### src/rtl/datapath_if.sv
// rtl/datapath_if.sv - control strobes and observation signals of the single-bus CPU datapath.
interface datapath_if;
    logic        PCout, Zlowout, MDRout, Cout, BAout, Rout;
    logic        Gra, Grb, Grc;
    logic        Rin, MARin, Zin, PCin, MDRin, IRin, Yin;
    logic        IncPC, read;
    logic        ADD, SUB, AND, OR, SHR, SHL, ROR, ROL, NEG, NOT;
    logic [31:0] Mdatain;
    logic [31:0] R0, R1, R2, R3, R4, R5, R6, R7;
    logic [31:0] R8, R9, R10, R11, R12, R13, R14, R15;
    logic [31:0] Hi, Lo, PC, IR, MAR, MDR;
    logic [63:0] Z, ALUout;
    logic [31:0] bus_mux_out, C_sign_ext;
    logic [15:0] Rins, Routs;

    modport master (
        output PCout, Zlowout, MDRout, Cout, BAout, Rout, Gra, Grb, Grc,
               Rin, MARin, Zin, PCin, MDRin, IRin, Yin, IncPC, read,
               ADD, SUB, AND, OR, SHR, SHL, ROR, ROL, NEG, NOT, Mdatain,
        input  R0, R1, R2, R3, R4, R5, R6, R7, R8, R9, R10, R11, R12, R13, R14, R15,
               Hi, Lo, PC, IR, MAR, MDR, Z, ALUout, bus_mux_out, C_sign_ext, Rins, Routs
    );

    modport slave (
        input  PCout, Zlowout, MDRout, Cout, BAout, Rout, Gra, Grb, Grc,
               Rin, MARin, Zin, PCin, MDRin, IRin, Yin, IncPC, read,
               ADD, SUB, AND, OR, SHR, SHL, ROR, ROL, NEG, NOT, Mdatain,
        output R0, R1, R2, R3, R4, R5, R6, R7, R8, R9, R10, R11, R12, R13, R14, R15,
               Hi, Lo, PC, IR, MAR, MDR, Z, ALUout, bus_mux_out, C_sign_ext, Rins, Routs
    );
endinterface

### src/rtl/datapath.sv
// rtl/datapath.sv - 32-bit single-bus datapath: register file, select/encode, bus mux and ALU.
module datapath (
    input  logic      clk,
    input  logic      clear,
    datapath_if.slave dp
);
    logic [31:0] r_q [16];
    logic [31:0] pc_q, ir_q, mar_q, mdr_q, y_q, hi_q, lo_q;
    logic [63:0] z_q;

    logic [31:0] mdr_d, c_ext, bus, ror_res, rol_res;
    logic [63:0] alu;
    logic [3:0]  sel_idx;
    logic [15:0] sel_onehot, rins;
    logic [4:0]  sh;
    logic        unused_opcode;

    assign unused_opcode = ^ir_q[31:27];
    assign c_ext         = {{13{ir_q[18]}}, ir_q[18:0]};

    always_comb begin
        sel_idx = 4'd0;
        if (dp.Gra)      sel_idx = ir_q[26:23];
        else if (dp.Grb) sel_idx = ir_q[22:19];
        else if (dp.Grc) sel_idx = ir_q[18:15];
    end

    assign sel_onehot = 16'd1 << sel_idx;
    assign rins       = dp.Rin ? sel_onehot : 16'd0;
    assign dp.Rins    = rins;
    assign dp.Routs   = (dp.Rout || dp.BAout) ? sel_onehot : 16'd0;

    // BAout on index 0 reads as a zero base address rather than R0.
    always_comb begin
        bus = 32'd0;
        if (dp.MDRout)                       bus = mdr_q;
        else if (dp.Zlowout)                 bus = z_q[31:0];
        else if (dp.PCout)                   bus = pc_q;
        else if (dp.Cout)                    bus = c_ext;
        else if (dp.BAout && sel_idx == 4'd0) bus = 32'd0;
        else if (dp.Rout || dp.BAout)        bus = r_q[sel_idx];
    end

    assign sh      = bus[4:0];
    assign ror_res = 32'({y_q, y_q} >> sh);
    assign rol_res = 32'(({y_q, y_q} << sh) >> 32);

    always_comb begin
        alu = 64'd0;
        if (dp.IncPC)    alu[31:0] = bus + 32'd4;
        else if (dp.ADD) alu[31:0] = y_q + bus;
        else if (dp.SUB) alu[31:0] = y_q - bus;
        else if (dp.AND) alu[31:0] = y_q & bus;
        else if (dp.OR)  alu[31:0] = y_q | bus;
        else if (dp.SHR) alu[31:0] = y_q >> sh;
        else if (dp.SHL) alu[31:0] = y_q << sh;
        else if (dp.ROR) alu[31:0] = ror_res;
        else if (dp.ROL) alu[31:0] = rol_res;
        else if (dp.NEG) alu[31:0] = 32'd0 - bus;
        else if (dp.NOT) alu[31:0] = ~bus;
    end

    assign mdr_d = dp.read ? dp.Mdatain : bus;

    always_ff @(posedge clk or negedge clear) begin
        if (!clear) begin
            for (int i = 0; i < 16; i++) r_q[i] <= 32'd0;
            pc_q  <= 32'd0;
            ir_q  <= 32'd0;
            mar_q <= 32'd0;
            mdr_q <= 32'd0;
            y_q   <= 32'd0;
            hi_q  <= 32'd0;
            lo_q  <= 32'd0;
            z_q   <= 64'd0;
        end else begin
            if (dp.MDRin) mdr_q <= mdr_d;
            if (dp.MARin) mar_q <= bus;
            if (dp.PCin)  pc_q  <= bus;
            if (dp.IRin)  ir_q  <= bus;
            if (dp.Yin)   y_q   <= bus;
            if (dp.Zin)   z_q   <= alu;
            for (int i = 0; i < 16; i++) begin
                if (rins[i]) r_q[i] <= bus;
            end
            hi_q <= hi_q;
            lo_q <= lo_q;
        end
    end

    assign dp.R0  = r_q[0];
    assign dp.R1  = r_q[1];
    assign dp.R2  = r_q[2];
    assign dp.R3  = r_q[3];
    assign dp.R4  = r_q[4];
    assign dp.R5  = r_q[5];
    assign dp.R6  = r_q[6];
    assign dp.R7  = r_q[7];
    assign dp.R8  = r_q[8];
    assign dp.R9  = r_q[9];
    assign dp.R10 = r_q[10];
    assign dp.R11 = r_q[11];
    assign dp.R12 = r_q[12];
    assign dp.R13 = r_q[13];
    assign dp.R14 = r_q[14];
    assign dp.R15 = r_q[15];

    assign dp.Hi          = hi_q;
    assign dp.Lo          = lo_q;
    assign dp.PC          = pc_q;
    assign dp.IR          = ir_q;
    assign dp.MAR         = mar_q;
    assign dp.MDR         = mdr_q;
    assign dp.Z           = z_q;
    assign dp.ALUout      = alu;
    assign dp.bus_mux_out = bus;
    assign dp.C_sign_ext  = c_ext;
endmodule

### src/flat_wrapper.sv
// flat-port wrapper written by rule: the top's interface ports become plain ports
module datapath_flat 
  (clk, clear, dp_PCout, dp_Zlowout, dp_MDRout, dp_Cout, dp_BAout, dp_Rout, dp_Gra, dp_Grb, dp_Grc, dp_Rin, dp_MARin, dp_Zin, dp_PCin, dp_MDRin, dp_IRin, dp_Yin, dp_IncPC, dp_read, dp_ADD, dp_SUB, dp_AND, dp_OR, dp_SHR, dp_SHL, dp_ROR, dp_ROL, dp_NEG, dp_NOT, dp_Mdatain, dp_R0, dp_R1, dp_R2, dp_R3, dp_R4, dp_R5, dp_R6, dp_R7, dp_R8, dp_R9, dp_R10, dp_R11, dp_R12, dp_R13, dp_R14, dp_R15, dp_Hi, dp_Lo, dp_PC, dp_IR, dp_MAR, dp_MDR, dp_Z, dp_ALUout, dp_bus_mux_out, dp_C_sign_ext, dp_Rins, dp_Routs);
  datapath_if dp_i ();
  input  logic clk;
  input  logic clear;
  input wire logic [$bits(dp_i.PCout)-1:0] dp_PCout;
  input wire logic [$bits(dp_i.Zlowout)-1:0] dp_Zlowout;
  input wire logic [$bits(dp_i.MDRout)-1:0] dp_MDRout;
  input wire logic [$bits(dp_i.Cout)-1:0] dp_Cout;
  input wire logic [$bits(dp_i.BAout)-1:0] dp_BAout;
  input wire logic [$bits(dp_i.Rout)-1:0] dp_Rout;
  input wire logic [$bits(dp_i.Gra)-1:0] dp_Gra;
  input wire logic [$bits(dp_i.Grb)-1:0] dp_Grb;
  input wire logic [$bits(dp_i.Grc)-1:0] dp_Grc;
  input wire logic [$bits(dp_i.Rin)-1:0] dp_Rin;
  input wire logic [$bits(dp_i.MARin)-1:0] dp_MARin;
  input wire logic [$bits(dp_i.Zin)-1:0] dp_Zin;
  input wire logic [$bits(dp_i.PCin)-1:0] dp_PCin;
  input wire logic [$bits(dp_i.MDRin)-1:0] dp_MDRin;
  input wire logic [$bits(dp_i.IRin)-1:0] dp_IRin;
  input wire logic [$bits(dp_i.Yin)-1:0] dp_Yin;
  input wire logic [$bits(dp_i.IncPC)-1:0] dp_IncPC;
  input wire logic [$bits(dp_i.read)-1:0] dp_read;
  input wire logic [$bits(dp_i.ADD)-1:0] dp_ADD;
  input wire logic [$bits(dp_i.SUB)-1:0] dp_SUB;
  input wire logic [$bits(dp_i.AND)-1:0] dp_AND;
  input wire logic [$bits(dp_i.OR)-1:0] dp_OR;
  input wire logic [$bits(dp_i.SHR)-1:0] dp_SHR;
  input wire logic [$bits(dp_i.SHL)-1:0] dp_SHL;
  input wire logic [$bits(dp_i.ROR)-1:0] dp_ROR;
  input wire logic [$bits(dp_i.ROL)-1:0] dp_ROL;
  input wire logic [$bits(dp_i.NEG)-1:0] dp_NEG;
  input wire logic [$bits(dp_i.NOT)-1:0] dp_NOT;
  input wire logic [$bits(dp_i.Mdatain)-1:0] dp_Mdatain;
  output wire logic [$bits(dp_i.R0)-1:0] dp_R0;
  output wire logic [$bits(dp_i.R1)-1:0] dp_R1;
  output wire logic [$bits(dp_i.R2)-1:0] dp_R2;
  output wire logic [$bits(dp_i.R3)-1:0] dp_R3;
  output wire logic [$bits(dp_i.R4)-1:0] dp_R4;
  output wire logic [$bits(dp_i.R5)-1:0] dp_R5;
  output wire logic [$bits(dp_i.R6)-1:0] dp_R6;
  output wire logic [$bits(dp_i.R7)-1:0] dp_R7;
  output wire logic [$bits(dp_i.R8)-1:0] dp_R8;
  output wire logic [$bits(dp_i.R9)-1:0] dp_R9;
  output wire logic [$bits(dp_i.R10)-1:0] dp_R10;
  output wire logic [$bits(dp_i.R11)-1:0] dp_R11;
  output wire logic [$bits(dp_i.R12)-1:0] dp_R12;
  output wire logic [$bits(dp_i.R13)-1:0] dp_R13;
  output wire logic [$bits(dp_i.R14)-1:0] dp_R14;
  output wire logic [$bits(dp_i.R15)-1:0] dp_R15;
  output wire logic [$bits(dp_i.Hi)-1:0] dp_Hi;
  output wire logic [$bits(dp_i.Lo)-1:0] dp_Lo;
  output wire logic [$bits(dp_i.PC)-1:0] dp_PC;
  output wire logic [$bits(dp_i.IR)-1:0] dp_IR;
  output wire logic [$bits(dp_i.MAR)-1:0] dp_MAR;
  output wire logic [$bits(dp_i.MDR)-1:0] dp_MDR;
  output wire logic [$bits(dp_i.Z)-1:0] dp_Z;
  output wire logic [$bits(dp_i.ALUout)-1:0] dp_ALUout;
  output wire logic [$bits(dp_i.bus_mux_out)-1:0] dp_bus_mux_out;
  output wire logic [$bits(dp_i.C_sign_ext)-1:0] dp_C_sign_ext;
  output wire logic [$bits(dp_i.Rins)-1:0] dp_Rins;
  output wire logic [$bits(dp_i.Routs)-1:0] dp_Routs;
  assign dp_i.PCout = dp_PCout;
  assign dp_i.Zlowout = dp_Zlowout;
  assign dp_i.MDRout = dp_MDRout;
  assign dp_i.Cout = dp_Cout;
  assign dp_i.BAout = dp_BAout;
  assign dp_i.Rout = dp_Rout;
  assign dp_i.Gra = dp_Gra;
  assign dp_i.Grb = dp_Grb;
  assign dp_i.Grc = dp_Grc;
  assign dp_i.Rin = dp_Rin;
  assign dp_i.MARin = dp_MARin;
  assign dp_i.Zin = dp_Zin;
  assign dp_i.PCin = dp_PCin;
  assign dp_i.MDRin = dp_MDRin;
  assign dp_i.IRin = dp_IRin;
  assign dp_i.Yin = dp_Yin;
  assign dp_i.IncPC = dp_IncPC;
  assign dp_i.read = dp_read;
  assign dp_i.ADD = dp_ADD;
  assign dp_i.SUB = dp_SUB;
  assign dp_i.AND = dp_AND;
  assign dp_i.OR = dp_OR;
  assign dp_i.SHR = dp_SHR;
  assign dp_i.SHL = dp_SHL;
  assign dp_i.ROR = dp_ROR;
  assign dp_i.ROL = dp_ROL;
  assign dp_i.NEG = dp_NEG;
  assign dp_i.NOT = dp_NOT;
  assign dp_i.Mdatain = dp_Mdatain;
  assign dp_R0 = dp_i.R0;
  assign dp_R1 = dp_i.R1;
  assign dp_R2 = dp_i.R2;
  assign dp_R3 = dp_i.R3;
  assign dp_R4 = dp_i.R4;
  assign dp_R5 = dp_i.R5;
  assign dp_R6 = dp_i.R6;
  assign dp_R7 = dp_i.R7;
  assign dp_R8 = dp_i.R8;
  assign dp_R9 = dp_i.R9;
  assign dp_R10 = dp_i.R10;
  assign dp_R11 = dp_i.R11;
  assign dp_R12 = dp_i.R12;
  assign dp_R13 = dp_i.R13;
  assign dp_R14 = dp_i.R14;
  assign dp_R15 = dp_i.R15;
  assign dp_Hi = dp_i.Hi;
  assign dp_Lo = dp_i.Lo;
  assign dp_PC = dp_i.PC;
  assign dp_IR = dp_i.IR;
  assign dp_MAR = dp_i.MAR;
  assign dp_MDR = dp_i.MDR;
  assign dp_Z = dp_i.Z;
  assign dp_ALUout = dp_i.ALUout;
  assign dp_bus_mux_out = dp_i.bus_mux_out;
  assign dp_C_sign_ext = dp_i.C_sign_ext;
  assign dp_Rins = dp_i.Rins;
  assign dp_Routs = dp_i.Routs;
  datapath u_core (.clk(clk), .clear(clear), .dp(dp_i));
endmodule
### config.mk
export PLATFORM = sky130hd
export DESIGN_NAME = datapath_flat
export DESIGN_NICKNAME = d
export VERILOG_FILES = /design/src/rtl/datapath_if.sv /design/src/rtl/datapath.sv /design/src/flat_wrapper.sv
export SDC_FILE = /design/constraint.sdc
export NUM_CORES = 2
export LEC_CHECK = 0
export ABC_AREA = 1
export CAP_MARGIN = 40
export CORE_AREA = 4 4 380 382
export DETAILED_ROUTE_END_ITERATION = 8
export DIE_AREA = 0 0 384 386
export SLEW_MARGIN = 20
export SYNTH_ARGS = -nofsm -noshare
export SYNTH_HDL_FRONTEND = slang
export SYNTH_SLANG_ARGS = --single-unit
export TNS_END_PERCENT = 30
### constraint.sdc
create_clock -name clk -period 8.85 [get_ports clk]
set_input_delay 0.885 -clock clk [delete_from_list [all_inputs] [get_ports clk]]
set_output_delay 0.885 -clock clk [all_outputs]
set_load 0.02 [all_outputs]
Word level (Yosys, flattened, before mapping):

Cells that the tools add are included.

* register bits: 704
* output and inout port bits: 928
* word-level logic and storage cells: 65

* add/sub/neg operators: 4
* $lt $le $gt $ge: 1
* shift operators: 5
* muxes and demuxes: 26
* bitwise gates (word level): 4
* reductions and logical operators: 3

Operators with widths (count)
* 2-to-1 mux 32 bit: 20
* binary-select mux 32 bit (select 4 bit): 1
* << shifter 64 x 5 -> 64 bit: 1
* >> shifter 64 x 5 -> 32 bit: 1
* adder 32 x 3 -> 32 bit, second input constant: 1
* adder 32 bit: 1
* bitwise AND 32 bit: 1
* 2-to-1 mux 16 bit: 2
* NOT 32 bit: 1
* bitwise OR 32 bit: 1
* << shifter 32 x 5 -> 32 bit: 1
* >> shifter 32 x 5 -> 32 bit: 1
* subtractor 1 x 32 -> 32 bit, first input constant: 1
* subtractor 32 bit: 1
* << shifter 1 x 4 -> 16 bit, first input constant: 1
* 2-to-1 mux 4 bit: 3
* >= comparator 5 bit, second input constant: 1
* NOT 4 -> 5 bit: 1
* logical NOT 4 bit: 1
* logical AND 1 bit: 1
* logical OR 1 bit: 1

Depth between registers and ports, before layout:

* depth in word-level cells: 25
* gate-level depth with buffers: 47
* depth with buffers taken out: 42

Worst setup path after synthesis:

No wires, ideal clock.

* path kind: input to output
* start point: input dp_Gra
* end point: output dp_ALUout[28]
* arrival time: 6.608 ns
* data required time: 7.965 ns
* slack: 1.357 ns
* stages on the path: 43
* path buffers: 6
* path through: inv_2 or2_0 buf_4 nand2_8 buf_12 o21ai_1 nand2_1 nand3_1 nand3_1 nand3_1 nand2_1 nand2_1 nand2_1 nand2_2 nand2_1 buf_6 buf_6 clkbuf_1 (+7 left out) nand3_1 nand2_1 nand3_1 nand2_1 a21oi_1 inv_1 a21oi_1 o21ai_0 a21oi_1 o21ai_0 a21oi_1 o21ai_0 nand3_1 nand2_1 nand2_1 a21oi_1 nor2_1 a21boi_1

RTL lines
* start, declared: line flat_wrapper.sv:13 `input wire logic [$bits(dp_i.Gra)-1:0] dp_Gra;`
* 2-to-1 mux 4 bit (*): line datapath.sv:23 `if (dp.Gra) sel_idx = ir_q[26:23];`
* NOT 4 -> 5 bit (not written as such): line datapath.sv:41 `else if (dp.Rout || dp.BAout) bus = r_q[sel_idx];`
* binary-select mux 32 bit (select 4 bit): line datapath.sv:41
* 2-to-1 mux 32 bit (not written as such) (2 in series): line datapath.sv:41
* 2-to-1 mux 32 bit: line datapath.sv:41
* 2-to-1 mux 32 bit (*): line datapath.sv:40 `else if (dp.BAout && sel_idx == 4'd0) bus = 32'd0;`
* 2-to-1 mux 32 bit (*): line datapath.sv:39 `else if (dp.Cout) bus = c_ext;`
* 2-to-1 mux 32 bit (*): line datapath.sv:38 `else if (dp.PCout) bus = pc_q;`
* (+2 left out)
* net dp_bus_mux_out[0]: line flat_wrapper.sv:60 `output wire logic [$bits(dp_i.bus_mux_out)-1:0] dp_bus_mux_out;`
* (+3 left out)
* 2-to-1 mux 32 bit: line datapath.sv:57 `else if (dp.ROR) alu[31:0] = ror_res;`
* 2-to-1 mux 32 bit: line datapath.sv:56 `else if (dp.SHL) alu[31:0] = y_q << sh;`
* 2-to-1 mux 32 bit: line datapath.sv:55 `else if (dp.SHR) alu[31:0] = y_q >> sh;`
* 2-to-1 mux 32 bit: line datapath.sv:54 `else if (dp.OR) alu[31:0] = y_q | bus;`
* 2-to-1 mux 32 bit: line datapath.sv:53 `else if (dp.AND) alu[31:0] = y_q & bus;`
* 2-to-1 mux 32 bit: line datapath.sv:52 `else if (dp.SUB) alu[31:0] = y_q - bus;`
* 2-to-1 mux 32 bit: line datapath.sv:51 `else if (dp.ADD) alu[31:0] = y_q + bus;`
* 2-to-1 mux 32 bit (*): line datapath.sv:50 `if (dp.IncPC) alu[31:0] = bus + 32'd4;`
* end, declared: line flat_wrapper.sv:59 `output wire logic [$bits(dp_i.ALUout)-1:0] dp_ALUout;`

The timed path passes the listed nets; every way through them passes the cells marked *. The select of a mux whose other input is x is not followed.

Final worst setup path:

* start point: input dp_Grb
* end point: output dp_ALUout[28]

* cells in the longest elaborated chain, start to end: 24

Ends and longest elaborated chain
* start, declared: line flat_wrapper.sv:14 `input wire logic [$bits(dp_i.Grb)-1:0] dp_Grb;`
* 2-to-1 mux 4 bit (*): line datapath.sv:24 `else if (dp.Grb) sel_idx = ir_q[22:19];`
* 2-to-1 mux 4 bit (*): line datapath.sv:23
* NOT 4 -> 5 bit (not written as such): line datapath.sv:41
* binary-select mux 32 bit (select 4 bit): line datapath.sv:41
* 2-to-1 mux 32 bit (not written as such) (2 in series): line datapath.sv:41
* 2-to-1 mux 32 bit: line datapath.sv:41
* 2-to-1 mux 32 bit (*): line datapath.sv:40
* 2-to-1 mux 32 bit (*): line datapath.sv:39
* 2-to-1 mux 32 bit (*): line datapath.sv:38
* 2-to-1 mux 32 bit (*): line datapath.sv:37 `else if (dp.Zlowout) bus = z_q[31:0];`
* 2-to-1 mux 32 bit (*): line datapath.sv:36 `if (dp.MDRout) bus = mdr_q;`
* branches (longest 11 deep; another with subtractor 1 x 32 -> 32 bit)
* 2-to-1 mux 32 bit (*): line datapath.sv:50

Mark *: on every way between the ends. The select of a mux whose other input is x is not followed.

==> reports/results.tsv <==
metric	value	unit
dr_total_vias	51900	
ys_seq_area_frac	0.384	
hold_viol_final	0	
area_delta_synth_final	29.0	%
ys_types	66	
grt_max_degree	172	
switchingPower	0.0101	W
drt_iter0_markers	6719	
crit_type	input port to output pin	
clkPwrFrac	0.183	
syn_inst	6762	
outcome	finished, violations left	
seqPwrFrac	0.300	
htreeDepth	3	
max_slew_margin	0.289	
cp_slowest_cell	clkdlybuf4s50_1	
setup_violations	0	
drive_gt1_frac	0.0723	
worstSetupStartpointType	input port	
row_count	138	
root_buffer	clkbuf_16	
fp.coreArea	0.141	mm^2
required	7.97	ns
p_leak	28.2	nW
portBuffers	861	
cp.arrival	7.60	ns
final_common_cell	nand2_1	
grt_antenna_before_repair	16	
dp_hpwl	222000	um
fin_skew	0.0651	ns
ys.warnings.count	0	
min_path_type	input port to async pin	
nets	7564	
stdcell_count	9370	
drc	16	
cts.clk_slew.worst_paths	0.06	ns
ys_ff_latch	704	
start_util	0.325	
avgRoutedWirePerCell	30.8	um
clock-sinks	704	
wirelength_met1	110000	um
vdd_drop_max	0.203	mV
cap_violations	0	
grt_pass1_wl	392000	um
grtUsageTotal	0.374	
report.final.slew_viol_count	0	
slowest_delay	0.56	ns
rsz0062_at_grt	no	
clockBufferDepth	3	
fp.dieW	384	um
cpMostUsedCell	nand2_1	
avgViaCountPerCell	5.54	
period_share	0.959	
worst_slew_pin_slew	1.07	ns
wirelength	289000	um
p_int	0.0106	W
combPwrFrac	0.516	
placed_cells	9204	
io_pins	990	
cp_max_fo	18	
power_density	349	mW/mm^2
layout_min_cycle_time	8.49	ns
wl_met2	128000	um
dieArea	0.148	mm^2
cts_tree	done	
ant_nets	0	
grt_overflow	0	
failed_checks	design-rule violations	
p_total	0.0207	W
synth_area	0.0459	mm^2
clkLatencyLatePin	0.75	ns
routed.top_layer	met5	
synthArstFlopShare	1.00	
fmax	118	MHz
wl_met3	33100	um
first_global_vias	47400	
synth_edf_count	0	
numCtsBuffers	85	
drt_pass1_iterations	9	
swShare	0.488	
die_h	386	um
layout_common_cells	2005 x nand2_1, 851 x o21ai_0, 810 x clkdlybuf4s50_1	
end_kind	output pin	
gp_congestion	1.06	
tns	0	ns
synthFlopType	dfrtp_1	
syn_area_per_cell	6.79	um^2
cell usage after synthesis (6+ instances only):
master,n,area (um^2)
a21boi_1,6,45.0
a21oi_1,246,1230
a31oi_1,22,138
buf_1,43,161
buf_2,80,400
buf_4,182,1370
buf_6,20,225
clkbuf_1,307,1150
clkinv_1,8,30.0
dfrtp_1,704,17600
ha_1,94,1180
inv_1,496,1860
inv_2,25,93.8
nand2_1,2009,7540
nand2_2,17,106
nand2_4,8,90.1
nand3_1,761,3810
nand3b_1,15,113
nand4_1,39,244
nor2_1,501,1880
nor2_4,8,90.1
nor3_1,20,100
nor4_1,10,62.6
o211ai_1,17,128
o21ai_0,855,4280
o21ai_1,99,495
o22ai_1,30,188
o31ai_1,10,75.1
or2_2,9,56.3
xor2_1,34,298
stage by stage:
| stage | utilization | hold WS [ns] | setup WS [ns] | cell area, um^2 |
|---|---|---|---|---|
| final | 0.420 | 0.131 | 0.364 | 59200 |
| after global placement | 0.395 | 0.467 | 0.145 | 55700 |
| after CTS | 0.419 | 0.132 | 0.0487 | 59100 |
| after detailed placement | 0.398 | 0.472 | 0.0895 | 56100 |
| after floorplan | - | 0.544 | 1.36 | 46400 |
| after global routing | 0.420 | 0.156 | 0.00773 | 59200 |
kinds of logic after synthesis:
logic type,Yosys count,share of synthesized area
AND/OR/NAND/NOR,3430,0.314
flip-flops,704,0.384
XOR/XNOR,35,0.00668
buffers and inverters,1165,0.117
other,1,0.0000817
adder cells (fa/ha/maj),96,0.0265
AO/OA/AOI/OAI,1331,0.152
final cells by class:
class                           count  area [um^2]
Multi-Input combinational cell   5021        23600
Clock buffer                      124         2490
Tap cell                         1890         2360
Inverter                          530         2000
Antenna cell                        6         15.0
Timing Repair Buffer             1064        10700
Clock inverter                     31          478
Sequential cell                   704        17600
Fill cell                       14800        81900
worst paths after layout:
kind / start / end / slack [ns] / cells past startpoint
min reg2reg: u_core.dp.MAR[24] / u_core.dp.MAR[24] / 0.49 / 2
min: clear / u_core.dp.R1[17] / 0.13 / 1
min in group clk: u_core.dp.MAR[24] / u_core.dp.MAR[24] / 0.49 / 2
max reg2reg: u_core.dp.IR[16] / u_core.dp.Z[31] / 2.16 / 38
max: dp_Grb / dp_ALUout[28] / 0.36 / 39
max in group asynchronous: clear / u_core.dp.IR[21] / 6.57 / 4
worst max-delay path, delay by kind of cell:
family / cells / cell delay [ns]
buf+inv: 7 / 1.43
compound gates: 12 / 2.29
simple gates: 19 / 2.63
fa+ha+maj: 1 / 0.37
metal layers:
layer | GRT usage | up-vias
met1 | 0.469 | 25300
met2 | 0.580 | 3116
met5 | 0 | -
met3 | 0.113 | 528
li1 | - | 23000
met4 | 0.193 | 4
power by group through the flow:
| stage | combinational, W | clock [W] | sequential (W) |
|---|---|---|---|
| final | 0.0107 | 0.00379 | 0.00621 |
| after global routing | 0.0113 | 0.00394 | 0.00627 |
| after CTS | 0.0106 | 0.00382 | 0.00609 |
| after detailed placement | 0.0106 | 0 | 0.00614 |
| after global placement | 0.0105 | 0 | 0.00613 |
| after floorplan | 0.00366 | 0 | 0.00702 |
repair_timing:
item                       in CTS  in global routing
setup endpoints to repair       0                  7
gates resized for setup         0                 12
hold buffers                    0                  0
setup buffers                   0                  2
Note: power is estimated with default switching activity, not from simulation.
